<file path="config.mk">
export PLATFORM = sky130hd
export DESIGN_NAME = not_gate_unit
export DESIGN_NICKNAME = d
export VERILOG_FILES = /design/src/rtl/not_gate_pkg.sv /design/src/rtl/not_gate_toggle_cnt.sv /design/src/rtl/not_gate_unit.sv
export SDC_FILE = /design/constraint.sdc
export NUM_CORES = 1
export LEC_CHECK = 0
export CAP_MARGIN = 30
export CORE_MARGIN = 2
export CORE_UTILIZATION = 50
export DETAILED_ROUTE_END_ITERATION = 10
export GPL_ROUTABILITY_DRIVEN = 1
export PLACE_DENSITY = 0.84
export SYNTH_ARGS = -nofsm -noshare
export SYNTH_HDL_FRONTEND = slang
export SYNTH_HIERARCHICAL = 1
export SYNTH_SLANG_ARGS = --single-unit
</file>
<file path="constraint.sdc">
create_clock -name clk -period 2.6 [get_ports clk]
set_input_delay 0.39 -clock clk [delete_from_list [all_inputs] [get_ports clk]]
set_output_delay 0.39 -clock clk [all_outputs]
set_load 0.01 [all_outputs]
</file>
<file path="src/rtl/not_gate_pkg.sv">
// rtl/not_gate_pkg.sv - shared defaults and saturating-increment helper for the NOT gate unit
package not_gate_pkg;

  localparam int unsigned NOT_GATE_WIDTH_DEF = 1;
  localparam int unsigned NOT_GATE_CNT_W_DEF = 16;

  // Increment value, saturating at the all-ones value of a counter that is width bits wide (width <= 32)
  function automatic logic [31:0] sat_inc(input logic [31:0] value, input int unsigned width);
    logic [31:0] max_val;
    if (width >= 32) begin
      max_val = '1;
    end else begin
      max_val = (32'd1 << width) - 32'd1;
    end
    if (value >= max_val) begin
      return max_val;
    end
    return value + 32'd1;
  endfunction

endpackage

</file>
<file path="src/rtl/not_gate_toggle_cnt.sv">
// rtl/not_gate_toggle_cnt.sv - saturating count of cycles in which the input bus changed
module not_gate_toggle_cnt
  import not_gate_pkg::*;
#(
  parameter int unsigned WIDTH = NOT_GATE_WIDTH_DEF,
  parameter int unsigned CNT_W = NOT_GATE_CNT_W_DEF
) (
  input  logic             clk,
  input  logic             rst,
  input  logic [WIDTH-1:0] a,
  output logic [CNT_W-1:0] toggle_cnt
);

  logic [WIDTH-1:0] a_prev_d, a_prev_q;
  logic [CNT_W-1:0] cnt_d, cnt_q;

  // Any number of differing bits in one cycle counts as a single toggle
  always_comb begin
    a_prev_d = a;
    cnt_d    = cnt_q;
    if (a != a_prev_q) begin
      cnt_d = CNT_W'(sat_inc(32'(cnt_q), CNT_W));
    end
  end

  always_ff @(posedge clk) begin
    if (rst) begin
      a_prev_q <= '0;
      cnt_q    <= '0;
    end else begin
      a_prev_q <= a_prev_d;
      cnt_q    <= cnt_d;
    end
  end

  assign toggle_cnt = cnt_q;

endmodule

</file>
<file path="src/rtl/not_gate_unit.sv">
// rtl/not_gate_unit.sv - bitwise inverter with enable-gated registered copy and toggle counter
// Optional self-check of the registered path is built when NOT_GATE_SELFCHECK_EN is defined.
module not_gate_unit
  import not_gate_pkg::*;
#(
  parameter int unsigned WIDTH = NOT_GATE_WIDTH_DEF,
  parameter int unsigned CNT_W = NOT_GATE_CNT_W_DEF
) (
  input  logic             clk,
  input  logic             rst,
  input  logic [WIDTH-1:0] a,
  input  logic             en,
  output logic [WIDTH-1:0] y,
  output logic [WIDTH-1:0] y_q,
  output logic             y_valid,
  output logic [CNT_W-1:0] toggle_cnt,
  output logic             check_err
);

  logic [WIDTH-1:0] y_q_d, y_q_q;
  logic             y_valid_d, y_valid_q;

  // Combinational path stays live through reset
  assign y = ~a;

  always_comb begin
    y_q_d     = y_q_q;
    y_valid_d = en;
    if (en) begin
      y_q_d = ~a;
    end
  end

  always_ff @(posedge clk) begin
    if (rst) begin
      y_q_q     <= '1;
      y_valid_q <= 1'b0;
    end else begin
      y_q_q     <= y_q_d;
      y_valid_q <= y_valid_d;
    end
  end

  assign y_q     = y_q_q;
  assign y_valid = y_valid_q;

  not_gate_toggle_cnt #(
    .WIDTH (WIDTH),
    .CNT_W (CNT_W)
  ) u_toggle_cnt (
    .clk        (clk),
    .rst        (rst),
    .a          (a),
    .toggle_cnt (toggle_cnt)
  );

`ifdef NOT_GATE_SELFCHECK_EN
  logic [WIDTH-1:0] a_q_d, a_q_q;
  logic             check_err_d, check_err_q;

  // a_q mirrors the operand that produced y_q, so y_q must always equal ~a_q once valid
  always_comb begin
    a_q_d       = en ? a : a_q_q;
    check_err_d = check_err_q;
    if (y_valid_q && (y_q_q != ~a_q_q)) begin
      check_err_d = 1'b1;
    end
    if (y != ~a) begin
      check_err_d = 1'b1;
    end
  end

  always_ff @(posedge clk) begin
    if (rst) begin
      a_q_q       <= '0;
      check_err_q <= 1'b0;
    end else begin
      a_q_q       <= a_q_d;
      check_err_q <= check_err_d;
    end
  end

  assign check_err = check_err_q;
`else
  assign check_err = 1'b0;
`endif

endmodule

</file>
==> reports/results.tsv, run 1 <==
metric	value	unit
status	complete, no violations	
final hold viol count	0	
Largest delay share family, worst path	simple AND/OR/NAND/NOR gates	
clk root buf	clkbuf_4	
nets	123	
synth cell count leaders	dfxtp_1, a21oi_1, xnor2_1	
Yosys cell types	33	
fill count	144	
vias	808	
sequential cell area	380	sq um
Wirelength per Cell	13.5	um
core area	0.00171	sq mm
Multi-input gate area	480	sq um
Final Cycle Share	0.810	
Main synth FF type	dfxtp_1	
Tightest Pin Transition	0.854	ns
Setup Viol. Count Final	0	
Setup TNS Final	0	ns
Cell Rows	15	
Longest Clk Path Bufs	2	
Initial Util	0.523	
Post-synth ARST share	0	
# IOs	24	
ranking of synthesized cells by area	dfxtp_1, xnor2_1, a21oi_1	
largest net degree at the start of global routing	20	
synthesized area per cell	9.31	sq um
initial DRC count	16	
post-synthesis sequential area ratio	0.426	
maxcap violations	0	
post-synthesis cell count	96	
Tot GR Track Use	0.197	
GP Congestion	0.799	
worst path cell trace	clkdlybuf4s50_1 -> xnor2_1 -> nor4_2 -> nand2b_2 -> a31oi_1	
worst skew pair latency	0.28	ns
Die ar.	0.00214	sq mm
fmax	475	MHz
Max-slew headroom	0.426	
Static Leak	0.367	nW
Routed Antenna Nets	0	
fin crit period	2.11	ns
port bufs	22	
Post-synth EDFFs	0	
Pwr Density	439	mW/mm^2
Critical Path Start	a	
DRC violations left	0	
Syn Nets	101	
reg-to-reg endpoint	u_toggle_cnt/toggle_cnt[13]	
drt first pass iters	4	
Fin Clk Skew	0.00362	ns
RSZ-0062 raised after global routing	false	
WL final	1920	um
clock net sink count	19	
CTS tree	done	
Die Y	46.3	um
Peak VDD IR	0.000443	V
startpoint class of the critical path	input pin	
HPWL Detailed	1330	um
most common cell in the synthesized netlist	dfxtp_1	
Critical path buffers and inverters	1	
vias in the first global route	716	
Finished Core Util	0.669	
Yosys top cell by area	dfxtp_1	
Worst Setup EP	u_toggle_cnt/toggle_cnt[13]	
Die W	46.3	um
post-synth top area share	0.426	
layout cells sized above 1	0.0684	
Arr. time, crit path	2.30	ns
post_cts resized	0	
total gr overflow	0	
slowest CP cell	clkdlybuf4s50_1	
R2R Setup Slk	0.64	ns
first-pass GRT wire length	3060	um
Hold Path Class	flip-flop to flip-flop	
initial antenna violation count	0	
Worst Reg-to-Reg Cells	5	
critical path type	input pin to flip-flop	
yosys warns	6	
CP Capture Type	flip-flop	
mapped cell area	893	sq um
CTS clk-pin slew, worst paths	0.10	ns
worst r2r src	u_toggle_cnt/toggle_cnt[0]	
crit-path max cell delay	0.58	ns
Final Max Tran Viols	0	
Required @ worst endpoint	2.80	ns
Via-to-Cell Ratio	5.69	
hold buffer count at CTS	0	
Antenna Cells	0	
Crit path depth	5	
post-synthesis register bit count	19	
Num CTS Buffers	3	
Setup Buffers After CTS	0	
Worst Path Max Fanout	12	
Layout area overhead	27.9	%
H-tree depth	1	
## stage by stage
step                cell area, sq um  setup WS [ns]  power [mW]  instances  hold WS [ns]
CTS                             1140          0.524       0.506        142         0.558
global placement                1120          0.330       0.365        138         0.533
finish                          1140          0.494       0.501        142         0.561
global route                    1140          0.410       0.530        142         0.598
detailed placement              1120          0.215       0.367        138         0.541
floorplan                        893          0.916       0.344         96         0.462
## power breakdown
part | leakage (nW) | total (mW) | switching [mW] | internal, mW
Clock | 0.0150 | 0.140 | 0.0805 | 0.0594
Combinational | 0.197 | 0.0533 | 0.0264 | 0.0269
Sequential | 0.154 | 0.308 | 0.00963 | 0.298
## tightest hold or removal path, stage by stage (launching register included)
cell and delay [ns]:
dfxtp_1 0.37, nand2_1 0.08, a31oi_1 0.07
## cell families (layout without fill, tap and decap cells)
group,count (synthesis),count (layout),synth area share
AOI/OAI and AO/OA,18,18,0.115
xor gates and xnor gates,12,12,0.126
adders and majority gates,1,1,0.0140
buffers and inverters,6,27,0.0364
DFF,19,19,0.426
muxes,1,1,0.0112
other,1,1,0.00420
and+or+nand+nor,38,38,0.268
## layer usage
metal / GRT usage / part of all wire
met3: 0.0392 / 0.056
met2: 0.300 / 0.49
met1: 0.263 / 0.44
met5: 0 / 0
met4: 0.0971 / 0.018
## how the worst min path moves through the flow
| stage | from | to | slack (ns) | depth (start not counted) |
|---|---|---|---|---|
| 6_report | u_toggle_cnt/toggle_cnt[1] | u_toggle_cnt/toggle_cnt[1] | 0.56 | 2 |
| 5_1_grt | u_toggle_cnt/toggle_cnt[1] | u_toggle_cnt/toggle_cnt[1] | 0.60 | 2 |
| 4_1_cts | u_toggle_cnt/toggle_cnt[1] | u_toggle_cnt/toggle_cnt[1] | 0.56 | 2 |
| 3_5_place_dp | u_toggle_cnt/toggle_cnt[1] | u_toggle_cnt/toggle_cnt[1] | 0.54 | 2 |
| 3_3_place_gp | u_toggle_cnt/toggle_cnt[1] | u_toggle_cnt/toggle_cnt[1] | 0.53 | 2 |
| 2_1_floorplan | rst | y_valid | 0.46 | 1 |
## flip-flops by register name, summed over array words and instances, names as in the netlist
name                     cells
u_toggle_cnt/toggle_cnt     16
u_toggle_cnt/a_prev_q        1
y_q                          1
y_valid                      1
## cell usage in the layout (no fill, tap or decap), types with 3 or more instances in the layout
cell             instances
dfxtp_1                 19
clkbuf_4                 3
nor2_1                   4
a31oi_1                  3
nand3_1                  3
nand4_1                  3
nor3_1                   5
xnor2_1                  9
clkdlybuf4s50_1         22
nand2_1                  6
nor2b_1                  3
a21oi_1                 11
## final cells by class
class	count	area share
multi-input combinational	71	0.421
sequential	19	0.333
timing repair buffer	22	0.193
tap	25	0.0274
clock buffer	4	0.0230
inverter	1	0.00329
No activity file was read; power rests on OpenSTA's default activity.
==> run 2, diff against run 1 <==
Settings changed: CORE_UTILIZATION 50 to 42, PLACE_DENSITY 0.84 to 0.76.
Clock period 2.6 ns to 1.77 ns, I/O delays scaled along.
==> run 2 against run 1 <==
  * Core utilization shrank 3.7 points
  * Clock skew grew 0.0015 ns
  * Setup slack lost 0.42 ns
  * Final area grew 9.6%
  * Combinational power grew 91%
  * Sequential share of layout area shrank 2.8 points
  * Worst hold slack gained 0.011 ns
  * Register-to-register slack lost 0.49 ns
  * Total power grew 52%
  * Die area grew 17%
  * Critical path type is now input pin to output pin
  * Critical endpoint is now y
  * Largest cell class unchanged
  * Largest power group unchanged
  * Highest routed layer unchanged
==> reports/results.tsv, run 2 (same netlist as run 1, synthesis figures left out) <==
metric	value	unit	change
status	complete, no violations		unchanged
Longest Clk Path Bufs	2		unchanged
final hold viol count	0		unchanged
dpl cell area	0.00121	sq mm	was 0.00112 sq mm
crit-path max cell delay	0.55	ns	was 0.58 ns
vias	829		was 808
Tot GR Track Use	0.176		was 0.197
Gate power share	0.134		was 0.106
Static Leak	0.437	nW	was 0.367 nW
drt first pass iters	4		unchanged
clk root buf	clkbuf_4		unchanged
first-pass GRT wire length	3440	um	was 3060 um
Seq pwr share	0.582		was 0.615
RSZ-0062 raised after global routing	false		unchanged
most frequent CP cell	clkdlybuf4s50_1		
internal power	0.576	mW	was 0.385 mW
Die ar.	0.00251	sq mm	was 0.00214 sq mm
initial DRC count	21		was 16
worst path cell trace	clkdlybuf4s50_1 -> inv_1 -> clkdlybuf4s50_1		was clkdlybuf4s50_1 -> xnor2_1 -> nor4_2 -> nand2b_2 -> a31oi_1
maxcap violations	0		unchanged
Worst Path Max Fanout	4		was 12
Via-to-Cell Ratio	5.25		was 5.69
Wirelength per Cell	12.6	um	was 13.5 um
Tot Pwr	0.764	mW	was 0.501 mW
Fin Clk Skew	0.00513	ns	was 0.00362 ns
max FFs per register	16		unchanged
Largest delay share family, worst path	buffers and inverters		was simple AND/OR/NAND/NOR gates
Routed Antenna Nets	0		unchanged
Antenna Cells	0		unchanged
WL final	2000	um	was 1920 um
# IOs	24		unchanged
worst skew pair latency	0.29	ns	was 0.28 ns
initial antenna violation count	0		unchanged
Initial Util	0.451		was 0.523
layout cells sized above 1	0.183		was 0.0684
Peak VDD IR	0.000416	V	was 0.000443 V
Switch Pwr	0.187	mW	was 0.117 mW
core area	0.00198	sq mm	was 0.00171 sq mm
HPWL Detailed	1440	um	was 1330 um
fin crit period	1.70	ns	
H-tree depth	1		unchanged
Die Y	50.1	um	was 46.3 um
most common cell after layout, fill and taps aside	clkdlybuf4s50_1		unchanged
slowest CP cell	clkdlybuf4s50_1		unchanged
Required @ worst endpoint	1.50	ns	was 2.80 ns
clock power share	0.284		was 0.279
total gr overflow	0		unchanged
startpoint class of the critical path	input pin		unchanged
Pwr Density	610	mW/mm^2	was 439 mW/mm^2
DRC violations left	0		unchanged
fill count	163		was 144
clock net sink count	19		unchanged
Layout area overhead	40.2	%	was 27.9%
Arr. time, crit path	1.43	ns	was 2.30 ns
CTS tree	done		unchanged
Num CTS Buffers	3		unchanged
Critical path buffers and inverters	3		was 1
CP Capture Type	output pin		was flip-flop
Final Max Tran Viols	0		unchanged
Hold Path Class	flip-flop to flip-flop		unchanged
critical path type	input pin to output pin		was input pin to flip-flop
Cell Rows	16		was 15
nets	137		was 123
largest net degree at the start of global routing	13		was 20
Die W	50.1	um	was 46.3 um
CTS clk-pin slew, worst paths	0.11	ns	was 0.10 ns
Net Sw Frac	0.245		was 0.232
hold buffer count at CTS	0		unchanged
fin area	0.00125	sq mm	was 0.00114 sq mm
vias in the first global route	825		was 716
port bufs	22		unchanged
Setup Viol. Count Final	0		unchanged
GP Congestion	0.837		was 0.799
Final Cycle Share	0.960		
fmax	589	MHz	
most frequent cells in the layout	clkdlybuf4s50_1, dfxtp_1, buf_4, a21oi_1, xnor2_1		was clkdlybuf4s50_1, dfxtp_1, a21oi_1, xnor2_1, nand2_1
run 2: final timing paths:
check	endpoint	depth (start not counted)	start	slack, ns
hold reg to reg	u_toggle_cnt/toggle_cnt[15]	2	u_toggle_cnt/toggle_cnt[15]	0.57
hold / removal	u_toggle_cnt/toggle_cnt[15]	2	u_toggle_cnt/toggle_cnt[15]	0.57
setup reg to reg	u_toggle_cnt/toggle_cnt[13]	4	u_toggle_cnt/toggle_cnt[8]	0.15
setup / recovery	y	3	a	0.07
run 2: per-layer routing:
metal / routed length [um] / track usage / vias to the layer above
li1: - / - / 415
met1: 899 / 0.202 / 390
met2: 1000 / 0.320 / 21
met3: 82 / 0.0333 / 3
met4: 8 / 0.0556 / 0
met5: 0 / 0 / -
run 2: power groups by stage:
stage | logic [mW] | clock network [mW] | registers, mW
final | 0.102 | 0.217 | 0.445
after global routing | 0.112 | 0.247 | 0.446
after CTS | 0.103 | 0.227 | 0.445
after detailed placement | 0.102 | 0 | 0.455
after global placement | 0.101 | 0 | 0.455
after floorplan | 0.0415 | 0 | 0.464
run 2: tightest hold or removal path, delay by kind of cell, from the launching register on:
| kind | cells | cell delay [ns] |
|---|---|---|
| flip-flops | 1 | 0.36 |
| AND/OR/NAND/NOR | 1 | 0.05 |
| AO/OA/AOI/OAI | 1 | 0.12 |
run 2: stage by stage:
step,util,hold WS [ns],instances,worst slack [ns],TNS (ns)
6_report,0.632,0.571,158,0.0711,0
4_1_cts,0.624,0.574,156,0.0675,0
5_1_grt,0.632,0.592,158,0.000467,0
3_3_place_gp,0.610,0.542,152,-0.126,-0.981
3_5_place_dp,0.610,0.549,152,-0.144,-1.56
2_1_floorplan,-,0.337,96,0.0864,0
run 2: timing repair:
action                                  CTS  global route
buffers inserted                          0             2
endpoints found under the setup margin    0             1
resized for setup                         0             1
endpoints found under the hold margin     0             0
run 2: area by class of cell:
class                           count  area, sq um  share of cell area
Clock buffer                        3         22.5              0.0180
Clock inverter                      1         5.00             0.00400
Inverter                            1         3.75             0.00300
Multi-Input combinational cell     71          480               0.384
Sequential cell                    19          382               0.305
Tap cell                           27         33.8              0.0270
Timing Repair Buffer               36          325               0.260
==> run 3, diff against run 2 <==
Settings changed: CELL_PAD_IN_SITES_DETAIL_PLACEMENT from default to 1, CELL_PAD_IN_SITES_GLOBAL_PLACEMENT from default to 2, CORE_ASPECT_RATIO from default to 2, CORE_UTILIZATION 42 to 25, PLACE_DENSITY 0.76 to 0.75.
==> run 3 against run 2 <==
  * Combinational power rose by 7%
  * Clock-buffer cell count did not move
  * Sequential power barely moved
  * Setup slack improved by 0.096 ns
  * Global-route usage fell by 2.5 points
  * Die area rose by 63%
  * Final cell count rose by 15%
  * Non-clock buffer count rose by 2
  * Largest cell class unchanged
==> reports/results.tsv, run 3 (same netlist as run 1, synthesis figures left out) <==
metric	value	unit	change
status	complete, no violations		unchanged
clk root buf	clkbuf_8		was clkbuf_4
critical path type	flip-flop to flip-flop		was input pin to output pin
CTS clk-pin slew, worst paths	0.08	ns	was 0.11 ns
WL final	2580	um	was 2000 um
port bufs	22		unchanged
Static Leak	0.457	nW	was 0.437 nW
GP Congestion	0.771		was 0.837
fin area	0.00131	sq mm	was 0.00125 sq mm
Tot GR Track Use	0.150		was 0.176
most frequent cells in the layout	clkdlybuf4s50_1, dfxtp_1, buf_4, a21oi_1, xnor2_1		unchanged
hold_sp	a		was u_toggle_cnt/toggle_cnt[15]
maxcap violations	0		unchanged
Arr. time, crit path	1.80	ns	was 1.43 ns
most common cell after layout, fill and taps aside	clkdlybuf4s50_1		unchanged
Via-to-Cell Ratio	4.73		was 5.25
core area	0.00342	sq mm	was 0.00198 sq mm
total gr overflow	0		unchanged
worst skew pair latency	0.26	ns	was 0.29 ns
Final Cycle Share	0.906		was 0.960
Die Y	88.5	um	was 50.1 um
largest net degree at the start of global routing	13		unchanged
Longest Clk Path Bufs	2		unchanged
Worst Path Max Fanout	4		unchanged
clock net sink count	19		unchanged
Num CTS Buffers	3		unchanged
Peak VDD IR	0.000406	V	was 0.000416 V
# IOs	24		unchanged
vias	856		was 829
initial DRC count	38		was 21
Setup Viol. Count Final	0		unchanged
DRC violations left	0		unchanged
Critical Path Start	u_toggle_cnt/toggle_cnt[8]		was a
max FFs per register	16		unchanged
Die ar.	0.00410	sq mm	was 0.00251 sq mm
H-tree depth	1		unchanged
layout cells sized above 1	0.188		was 0.183
RSZ-0062 raised after global routing	false		unchanged
Pwr Density	662	mW/mm^2	was 610 mW/mm^2
fmax	624	MHz	was 589 MHz
worst setup margin	0.167	ns	was 0.0711 ns
Net Sw Frac	0.247		was 0.245
Seq pwr share	0.513		was 0.582
Initial Util	0.262		was 0.451
worst r2r src	u_toggle_cnt/toggle_cnt[8]		unchanged
startpoint class of the critical path	flip-flop		was input pin
final non-filler cell total	181		was 158
clock power share	0.360		was 0.284
drt first pass iters	4		unchanged
vias in the first global route	927		was 825
Hold Path Class	input pin to flip-flop		was flip-flop to flip-flop
Switch Pwr	0.215	mW	was 0.187 mW
dpl cell area	0.00126	sq mm	was 0.00121 sq mm
Min Hold Slack	0.582	ns	was 0.571 ns
fin crit period	1.60	ns	was 1.70 ns
CP Capture Type	flip-flop		was output pin
Fin Clk Skew	0.00259	ns	was 0.00513 ns
Layout area overhead	46.6	%	was 40.2%
Setup Buffers After CTS	0		unchanged
Die W	46.3	um	was 50.1 um
Gate power share	0.126		was 0.134
first-pass GRT wire length	4480	um	was 3440 um
Wirelength per Cell	14.3	um	was 12.6 um
Finished Core Util	0.384		was 0.632
Cell Rows	30		was 16
CTS tree	done		unchanged
nets	139		was 137
Routed Antenna Nets	0		unchanged
initial antenna violation count	0		unchanged
HPWL Detailed	2000	um	was 1440 um
dpl cells	177		was 152
internal power	0.653	mW	was 0.576 mW
Antenna Cells	0		unchanged
final hold viol count	0		unchanged
Final Max Tran Viols	0		unchanged
Place WS	-0.159	ns	was -0.144 ns
Required @ worst endpoint	1.97	ns	was 1.50 ns
run 3: cell count changes in the layout (fill, tap and decap cells not counted), sizes merged:
cell / previous run / this run
clkdlybuf4s50: 22 / 21
buf: 14 / 16
dlygate4sd2: 0 / 1
run 3: path summary, 6_finish.rpt:
check                                              endpoint  slack [ns]  cells past startpoint
worst max register to register  u_toggle_cnt/toggle_cnt[13]        0.17                      4
worst min register to register                          y_q        0.58                      2
worst min-delay path                  u_toggle_cnt/a_prev_q        0.58                      3
worst max-delay path            u_toggle_cnt/toggle_cnt[13]        0.17                      4
run 3: critical path, stage by stage (launching register included):
cell	delay, ns
dfxtp_1	0.39
nand4_1	0.22
or2_1	0.29
or4_1	0.47
a31oi_1	0.16
run 3: repair_timing:
item | in CTS | in global routing
endpoints found under the setup margin | 1 | 0
gates resized for setup | 1 | 0
hold buffers | 0 | 0
run 3: routing by layer:
layer,track usage,share of wire
met1,0.151,0.35
met2,0.280,0.61
met3,0.0245,0.026
met4,0.0701,0.022
met5,0,0
run 3: stage by stage:
step,power [mW],TNS [ns]
final,0.867,0
after global routing,0.907,0
after CTS,0.879,0
after detailed placement,0.567,-1.57
after global placement,0.564,-0.951
after floorplan,0.506,0
run 3: layout make-up:
| cell class | count | area [sq um] |
|---|---|---|
| flip-flops and latches | 19 | 380 |
| multi-input cells | 71 | 480 |
| clock buffers | 3 | 41.3 |
| fillers | 400 | 2110 |
| inverters | 1 | 3.75 |
| clock inverters | 1 | 5.00 |
| repair buffers | 38 | 339 |
| well taps | 48 | 60.1 |
run 3: power by group through the flow:
| stage | clock network, mW | registers (mW) | logic [mW] |
|---|---|---|---|
| 2_1_floorplan | 0 | 0.464 | 0.0415 |
| 3_3_place_gp | 0 | 0.455 | 0.108 |
| 3_5_place_dp | 0 | 0.456 | 0.111 |
| 4_1_cts | 0.323 | 0.445 | 0.111 |
| 5_1_grt | 0.340 | 0.447 | 0.120 |
| 6_report | 0.313 | 0.445 | 0.109 |
